<file path="config.mk">
export PLATFORM = sky130hd
export DESIGN_NAME = pc_ctrl_flat
export DESIGN_NICKNAME = d
export VERILOG_FILES = /design/src/rtl/pc_ctrl_if.sv /design/src/rtl/pc_ctrl.sv /design/src/flat_wrapper.sv
export SDC_FILE = /design/constraint.sdc
export NUM_CORES = 1
export LEC_CHECK = 0
export BUFFER_PORTS_ARGS = -buffer_cell sky130_fd_sc_hd__buf_2
export CAP_MARGIN = 20
export CORE_MARGIN = 2
export CORE_UTILIZATION = 40
export DETAILED_ROUTE_END_ITERATION = 8
export PLACE_DENSITY_LB_ADDON = 0.12
export SYNTH_ARGS = -nofsm -noshare
export SYNTH_HDL_FRONTEND = slang
export SYNTH_SLANG_ARGS = --single-unit
</file>
<file path="constraint.sdc">
create_clock -name clk -period 3.75 [get_ports clk]
set_input_delay 0.5625 -clock clk [delete_from_list [all_inputs] [get_ports clk]]
set_output_delay 0.5625 -clock clk [all_outputs]
set_load 0.05 [all_outputs]
</file>
<file path="src/rtl/pc_ctrl_if.sv">
// Fetch-control bundle between the datapath and the program-counter controller.
// The datapath drives the hazard and control-flow requests and receives the fetch address and status.
interface pc_ctrl_if;
    logic        stall;
    logic        imem_ready;
    logic        branch_taken;
    logic [31:0] branch_offset;
    logic        jump;
    logic [25:0] jump_target;
    logic        jr;
    logic [31:0] jr_addr;
    logic [31:0] pc_out;
    logic        pc_valid;
    logic        fault;
    logic [31:0] instr_count;

    modport master (
        output stall, imem_ready, branch_taken, branch_offset,
               jump, jump_target, jr, jr_addr,
        input  pc_out, pc_valid, fault, instr_count
    );

    modport slave (
        input  stall, imem_ready, branch_taken, branch_offset,
               jump, jump_target, jr, jr_addr,
        output pc_out, pc_valid, fault, instr_count
    );
endinterface

</file>
<file path="src/rtl/pc_ctrl.sv">
// Program-counter controller: sequential/branch/jump/register-jump next-PC selection,
// with hazard stalls, a sticky misaligned-target fault and a retired-advance counter.
module pc_ctrl #(
    parameter logic [31:0] RESET_VECTOR = 32'h0000_0000
) (
    input  logic      clk,
    input  logic      reset,
    pc_ctrl_if.slave  bus
);

    localparam logic [1:0] BOOT  = 2'd0;
    localparam logic [1:0] FETCH = 2'd1;
    localparam logic [1:0] STALL = 2'd2;
    localparam logic [1:0] FAULT = 2'd3;

    logic [1:0]  state, state_nxt;
    logic [31:0] pc_q, pc_nxt;
    logic [31:0] count_q, count_nxt;
    logic        valid_q, fault_q;

    logic [31:0] pc_plus4, branch_tgt, jump_tgt, target;
    logic        jr_misaligned;

    always_comb begin
        pc_plus4      = pc_q + 32'd4;
        branch_tgt    = pc_plus4 + (bus.branch_offset << 2);
        jump_tgt      = {pc_plus4[31:28], bus.jump_target, 2'b00};
        jr_misaligned = bus.jr && (bus.jr_addr[1:0] != 2'b00);

        if (bus.jr)                target = bus.jr_addr;
        else if (bus.jump)         target = jump_tgt;
        else if (bus.branch_taken) target = branch_tgt;
        else                       target = pc_plus4;
    end

    always_comb begin
        // NOTE: every signal gets a default before the case so no path leaves one unassigned (no latches).
        state_nxt = state;
        pc_nxt    = pc_q;
        count_nxt = count_q;
        case (state)
            BOOT:  state_nxt = FETCH;
            FETCH: begin
                if (bus.stall) begin
                    state_nxt = STALL;
                end else if (bus.imem_ready) begin
                    if (jr_misaligned) begin
                        state_nxt = FAULT;
                    end else begin
                        pc_nxt    = target;
                        count_nxt = count_q + 32'd1;
                    end
                end
            end
            STALL: if (!bus.stall) state_nxt = FETCH;
            FAULT: state_nxt = FAULT;
            default: state_nxt = BOOT;
        endcase
    end

    // Status outputs are flopped from the next state so no input reaches an output combinationally.
    // NOTE: state registers use non-blocking assignments so all flops update from pre-edge values.
    always_ff @(posedge clk or posedge reset) begin
        if (reset) begin
            state   <= BOOT;
            pc_q    <= RESET_VECTOR;
            count_q <= 32'd0;
            valid_q <= 1'b0;
            fault_q <= 1'b0;
        end else begin
            state   <= state_nxt;
            pc_q    <= pc_nxt;
            count_q <= count_nxt;
            valid_q <= (state_nxt == FETCH);
            fault_q <= (state_nxt == FAULT);
        end
    end

    assign bus.pc_out      = pc_q;
    assign bus.pc_valid    = valid_q;
    assign bus.fault       = fault_q;
    assign bus.instr_count = count_q;

endmodule

</file>
<file path="src/flat_wrapper.sv">
// flat-port wrapper written by rule: the top's interface ports become plain ports
module pc_ctrl_flat 
#(
    parameter logic [31:0] RESET_VECTOR = 32'h0000_0000
)
  (clk, reset, bus_stall, bus_imem_ready, bus_branch_taken, bus_branch_offset, bus_jump, bus_jump_target, bus_jr, bus_jr_addr, bus_pc_out, bus_pc_valid, bus_fault, bus_instr_count);
  pc_ctrl_if bus_i ();
  input  logic clk;
  input  logic reset;
  input wire logic [$bits(bus_i.stall)-1:0] bus_stall;
  input wire logic [$bits(bus_i.imem_ready)-1:0] bus_imem_ready;
  input wire logic [$bits(bus_i.branch_taken)-1:0] bus_branch_taken;
  input wire logic [$bits(bus_i.branch_offset)-1:0] bus_branch_offset;
  input wire logic [$bits(bus_i.jump)-1:0] bus_jump;
  input wire logic [$bits(bus_i.jump_target)-1:0] bus_jump_target;
  input wire logic [$bits(bus_i.jr)-1:0] bus_jr;
  input wire logic [$bits(bus_i.jr_addr)-1:0] bus_jr_addr;
  output wire logic [$bits(bus_i.pc_out)-1:0] bus_pc_out;
  output wire logic [$bits(bus_i.pc_valid)-1:0] bus_pc_valid;
  output wire logic [$bits(bus_i.fault)-1:0] bus_fault;
  output wire logic [$bits(bus_i.instr_count)-1:0] bus_instr_count;
  assign bus_i.stall = bus_stall;
  assign bus_i.imem_ready = bus_imem_ready;
  assign bus_i.branch_taken = bus_branch_taken;
  assign bus_i.branch_offset = bus_branch_offset;
  assign bus_i.jump = bus_jump;
  assign bus_i.jump_target = bus_jump_target;
  assign bus_i.jr = bus_jr;
  assign bus_i.jr_addr = bus_jr_addr;
  assign bus_pc_out = bus_i.pc_out;
  assign bus_pc_valid = bus_i.pc_valid;
  assign bus_fault = bus_i.fault;
  assign bus_instr_count = bus_i.instr_count;
  pc_ctrl #(.RESET_VECTOR(RESET_VECTOR)) u_core (.clk(clk), .reset(reset), .bus(bus_i));
endmodule
</file>
Word-level counts from Yosys, hierarchy flattened
Cells that the tools add are included.
{"block": "classes", "addsub": 3, "multipliers": 0, "n_div": 0, "n_lt_le_gt_ge": 0, "eq_ne": 5, "n_shift": 0, "n_mux": 8, "bitwise": 2, "n_reduce_logical": 4}
{"cell": "$mux 32", "count": 3}
{"cell": "$add 32x1->32 const B", "count": 1}
{"cell": "$add 32x3->32 const B", "count": 1}
{"cell": "$add 32x32->32", "count": 1}
{"cell": "$mux 2", "count": 4}
{"cell": "$pmux 2 s4", "count": 1}
{"cell": "$eq 2x2->1 const B", "count": 3}
{"cell": "$eq 2x1->1 const B", "count": 2}
{"cell": "$reduce_and 4->1", "count": 1}
{"cell": "$logic_not 2->1", "count": 1}
{"cell": "$not 1->1", "count": 2}
{"cell": "$reduce_bool 2->1", "count": 1}
{"cell": "$logic_and 1x1->1", "count": 1}
{"block": "word_totals", "reg_bits": 68, "latch_bits": 0, "mem_bits_rw": 0, "mem_bits_ro": 0, "input_bits": 97, "output_inout_bits": 66, "wordCells": 27, "n_memories": 0}

Longest topological paths before layout
{"block": "logic_depth", "depth_word": 7, "ltp_mapped": 18, "depth_no_buf": 16}

Worst setup path after synthesis
OpenSTA, ideal clock, no wires.
{"block": "synth_path", "kind": "register -> register", "startpoint": "reg u_core.pc_q[8] (netlist: u_core.bus.pc_out[8])", "endpoint": "reg u_core.pc_q[31] (netlist: u_core.bus.pc_out[31])", "setup_ns": 0.151, "arrival_time_ns": 3.969, "t_required_ns": 3.599, "setup_slack_ns": -0.370, "stages_incl_launch_ff": 17, "n_path_buf": 1, "synth_period_minus_slack_ns": 4.120, "path_cell_list": "dfrtp_1 > and4_1 > nand3_2 > nor2_1 > and3_2 > xor2_1 > ha_1 > clkbuf_1 > nand3_1 > o211ai_1 > a41oi_1 > o21a_1 > o31a_1 > o21ai_1 > mux4_2 > a2111oi_2 > o311ai_1"}
{"block": "synth_via", "elab_chain_len": 5}
{"item": "start: declaration", "line": "pc_ctrl.sv:17", "source": "logic [31:0] pc_q, pc_nxt;"}
{"item": "start signal: assignment", "line": "pc_ctrl.sv:72", "source": "pc_q <= pc_nxt;"}
{"item": "$add 32x3->32 *", "line": "pc_ctrl.sv:25", "source": "pc_plus4 = pc_q + 32'd4;"}
{"item": "$add 32x32->32", "line": "pc_ctrl.sv:26", "source": "branch_tgt = pc_plus4 + (bus.branch_offset << 2);"}
{"item": "$mux 32", "line": "pc_ctrl.sv:32", "source": "else if (bus.branch_taken) target = branch_tgt;"}
{"item": "$mux 32 *", "line": "pc_ctrl.sv:31", "source": "else if (bus.jump) target = jump_tgt;"}
{"item": "$mux 32 *", "line": "pc_ctrl.sv:30", "source": "if (bus.jr) target = bus.jr_addr;"}
Every way passes the cells marked *; elsewhere a longest branch is shown, timed or not.
A chain may end at the register's enable or synchronous reset.

Worst setup path after layout
Same ends and word-level chain as after synthesis.

==> impl_summary.txt <==
----------------------------------------------------
[Hold path]
  Hold Path Origin ... bus_stall
  Type of the tightest min-delay check ... primary input to flop
  Hold-critical path depth ... 2
  Worst Hold End ... u_core.state[0]

[Clocking]
  Clock root buffer master ... sky130_fd_sc_hd__clkbuf_16
  Hold-fix buffers, CTS ... 0
  TritonCTS clock tree ... yes
  Clock transition at path regs ... approximately 60 ps
  Total number of H-tree levels ... 3
  Total clock buffers created by CTS ... 9
  Count of clock tree sinks ... 68
  Number of buffers on the longest clock path ... 2
  Insertion delay of the later-clocked pin in the worst-skew pair ... approximately 340 ps

[STA]
  Setup violations, final ... 0
  Final-layout worst hold slack ... 454 ps
  Unrepaired setup endpoints after global routing ... true
  Slew at the pin with the worst max-slew slack ... about 910 ps
  Top achievable clock speed ... 0.274 GHz
  Final period utilization ... 0.973
  Final count of pins violating max slew ... 0
  Worst clock skew ... 5.37 ps
  Crit path setup slack, layout ... between 100 and 150 ps
  Hold Vio Cnt, Final ... 0
  Final TNS setup ... 0 ps
  Final critical path time including I/O delays and setup ... 3650 ps
  Slew headroom ... 0.393

[Worst setup path]
  Crit Path Class ... flop to flop
  Reg-to-Reg Start ... u_core.bus.pc_out[8]
  Worst Path Arrival ... around 3900 ps
  Reg-to-reg critical path endpoint ... u_core.bus.pc_out[31]
  Required arrival time at the worst endpoint ... roughly 4000 ps
  Register-to-Register Path Depth ... 18
  Type of destination of the critical path ... flop
  Largest fanout of any net on the critical path ... 4
  Startpoint type of the worst setup path ... flop
  Slack of the worst reg-to-reg path ... 100 ps
  Start point of the critical path ... u_core.bus.pc_out[8]

[GRT]
  Grt total ovfl ... 0
  Global-route wire length before repair ... 32.4 mm
  Initial antenna violation count ... 2
  Vias in the first global route ... ~6400
  Overall routing resource usage ... 0.258
  Largest net degree at the start of global routing ... 69

[Floorplanning]
  Core footprint ... approximately 0.014 mm2
  Total die area ... approximately 0.015 mm2
  Starting density of the core ... 0.414
  Chip width ... between 100 and 150 um
  Number of ports placed on the die boundary ... ~160
  Height of the die ... 124 um
  Total number of placement rows ... 43

[Power and ir drop]
  Design Power ... 5710 uW
  Leak pwr ... 0.00385 uW
  Maximum vdd ir drop ... approximately 0.54 mV
  Power per cell area ... around 720 mW/mm2

[Synthesis]
  Synth cell types ... 67
  Mapped Avg Cell Area ... approximately 8.1 um2
  Area share of the largest cell type after synthesis ... 0.294
  Post-synthesis cell area ... between 0.005 and 0.006 mm2
  Post-synthesis async set-or-reset flop share ... 1.00
  Main flop type after synthesis ... sky130_fd_sc_hd__dfrtp_1
  Commonest cells post-synth ... 82 x sky130_fd_sc_hd__nand2_1, 75 x sky130_fd_sc_hd__nor2_1, 68 x sky130_fd_sc_hd__dfrtp_1
  Top cells by area in the synthesized netlist ... sky130_fd_sc_hd__dfrtp_1 29%, sky130_fd_sc_hd__ha_1 8.2%, sky130_fd_sc_hd__xnor2_1 8.0%, sky130_fd_sc_hd__nand2_1 5.3%, sky130_fd_sc_hd__a21oi_1 5.3%
  Synthesized instance count ... 712
  Number of nets in the synthesized netlist ... around 850
  Cell with the most instances after synthesis ... sky130_fd_sc_hd__nand2_1
  Top cell type by total area after synthesis ... sky130_fd_sc_hd__dfrtp_1
  FF+latch count, synth ... 68
  Post-synth EDFFs ... 0
  Post-synthesis sequential area ratio ... 0.294
  Ys Warns ... 0

[Placed design]
  Post-place setup slack ... -152 ps
  Count of input and output buffers ... 160
  Routability Congestion ... about 0.86
  Estimated wirelength of the detail-placed design ... 15.5 mm

[Drt]
  Post-DR wirelength/cell ... 18.0 um
  Initial detailed-routing violation count ... 340
  Post-detailed-route DRC marker count ... 0
  Total routed wirelength ... just over 20 mm
  Count of antenna-violating nets left after detailed routing ... 0
  Via count ... approximately 6400
  Number of optimization iterations in the first detailed-route pass ... 5
  Via/cell ratio ... 5.62

[Finish]
  Fill count ... approximately 1300
  Layout net count ... 1083
  Final standard cell utilization of the core ... 0.568
  Fraction of layout cells with a size suffix above 1 ... 0.339
  Signed area change from the synthesized netlist to the final layout ... 37.2%

[Job]
  MaxCap Viol Count ... 0

[Outcome]
  Run status ... complete, no violations

----------------------------------------------------
==> worst max-delay path by stage <==
stage	cells after the start	to	slack [ps]
finish	18	u_core.bus.pc_out[31]	100
global route	18	u_core.bus.pc_out[24]	-70
CTS	14	u_core.bus.pc_out[31]	10
detailed placement	16	u_core.bus.pc_out[31]	-150
global placement	15	u_core.bus.pc_out[31]	-20
floorplan	15	u_core.bus.pc_out[31]	40
==> state kept, by name (all words and copies together), names as in the netlist <==
register / cells
u_core.bus.fault: 1
u_core.bus.pc_valid: 1
u_core.state: 2
u_core.bus.instr_count: 32
u_core.bus.pc_out: 32
==> critical path, cell delays in order, from the launching register on <==
cell and delay (ps):
sky130_fd_sc_hd__dfrtp_2 380, sky130_fd_sc_hd__and4_4 260, sky130_fd_sc_hd__nand3_4 120, sky130_fd_sc_hd__nor2_4 110, sky130_fd_sc_hd__buf_4 120, sky130_fd_sc_hd__nand2_1 80
sky130_fd_sc_hd__nor2_1 140, sky130_fd_sc_hd__xor2_1 270, sky130_fd_sc_hd__ha_1 330, sky130_fd_sc_hd__a21oi_1 220, sky130_fd_sc_hd__nand2_1 80, sky130_fd_sc_hd__a41oi_1 210
sky130_fd_sc_hd__o21a_1 160, sky130_fd_sc_hd__o31a_1 230, sky130_fd_sc_hd__o21ai_2 120, sky130_fd_sc_hd__buf_6 150, sky130_fd_sc_hd__o41ai_4 400, sky130_fd_sc_hd__a2111oi_4 80
sky130_fd_sc_hd__o311ai_1 90
==> cell families (layout without fill, tap and decap cells) <==
kind of cell	Yosys count	count (layout)	share of synthesized area
AND/OR/NAND/NOR	267	267	0.224
AO/OA/AOI/OAI	209	209	0.234
XOR/XNOR	79	79	0.119
flip-flops	68	68	0.294
buffers and inverters	44	284	0.0305
adder cells (fa/ha/maj)	39	39	0.0855
multiplexers	6	6	0.0125
other	0	2	0
==> timing repair <==
action,4_1_cts,5_1_grt
cloned,0,0
endpoints found under the setup margin,1,10
resized for setup,5,37
setup buffers,3,8
pin swaps,2,23
==> cell usage in the layout (no fill, tap or decap), types with 12 or more instances in the layout <==
master and instances:
sky130_fd_sc_hd__a211oi_1 12, sky130_fd_sc_hd__a21oi_1 59, sky130_fd_sc_hd__nand4_1 23, sky130_fd_sc_hd__xnor2_1 50, sky130_fd_sc_hd__o21ai_0 34, sky130_fd_sc_hd__inv_1 14, sky130_fd_sc_hd__a21o_1 19, sky130_fd_sc_hd__nand2_1 80
sky130_fd_sc_hd__buf_2 160, sky130_fd_sc_hd__dfrtp_1 55, sky130_fd_sc_hd__buf_4 89, sky130_fd_sc_hd__nand3_1 32, sky130_fd_sc_hd__dfrtp_2 13, sky130_fd_sc_hd__and3_1 12, sky130_fd_sc_hd__nor2_1 71, sky130_fd_sc_hd__xor2_1 25
sky130_fd_sc_hd__ha_1 35
==> stage by stage <==
stage / cells / instance area [um2]
6_report: 1134 / 7950
5_1_grt: 1134 / 7950
4_1_cts: 1124 / 7700
3_5_place_dp: 1105 / 7350
3_3_place_gp: 1105 / 7350
2_1_floorplan: 712 / 5830
==> final cells by class <==
type | count | area, um2 | share of cell area
clock inverter | 5 | 58.8 | 0.00740
inverter | 16 | 60.1 | 0.00756
tap | 180 | 225 | 0.0283
multi-input combinational | 600 | 4130 | 0.519
sequential | 68 | 1720 | 0.216
antenna | 2 | 5.00 | 0.000630
timing repair buffer | 252 | 1500 | 0.189
clock buffer | 11 | 253 | 0.0318
==> metal layers <==
metal / global-route usage / up-vias / share of wire
li1: - / 3077 / -
met1: 0.315 / 3046 / 0.43
met2: 0.448 / 212 / 0.49
met3: 0.0631 / 36 / 0.059
met4: 0.0813 / 0 / 0.022
met5: 0 / - / 0
==> report_power, final <==
part	switching (uW)	leakage [uW]	total, uW	internal [uW]
logic	2220	0.00286	3720	1500
clock network	342	0.000148	894	552
registers	180	0.000847	1090	913
No activity file was read; power rests on OpenSTA's default activity.
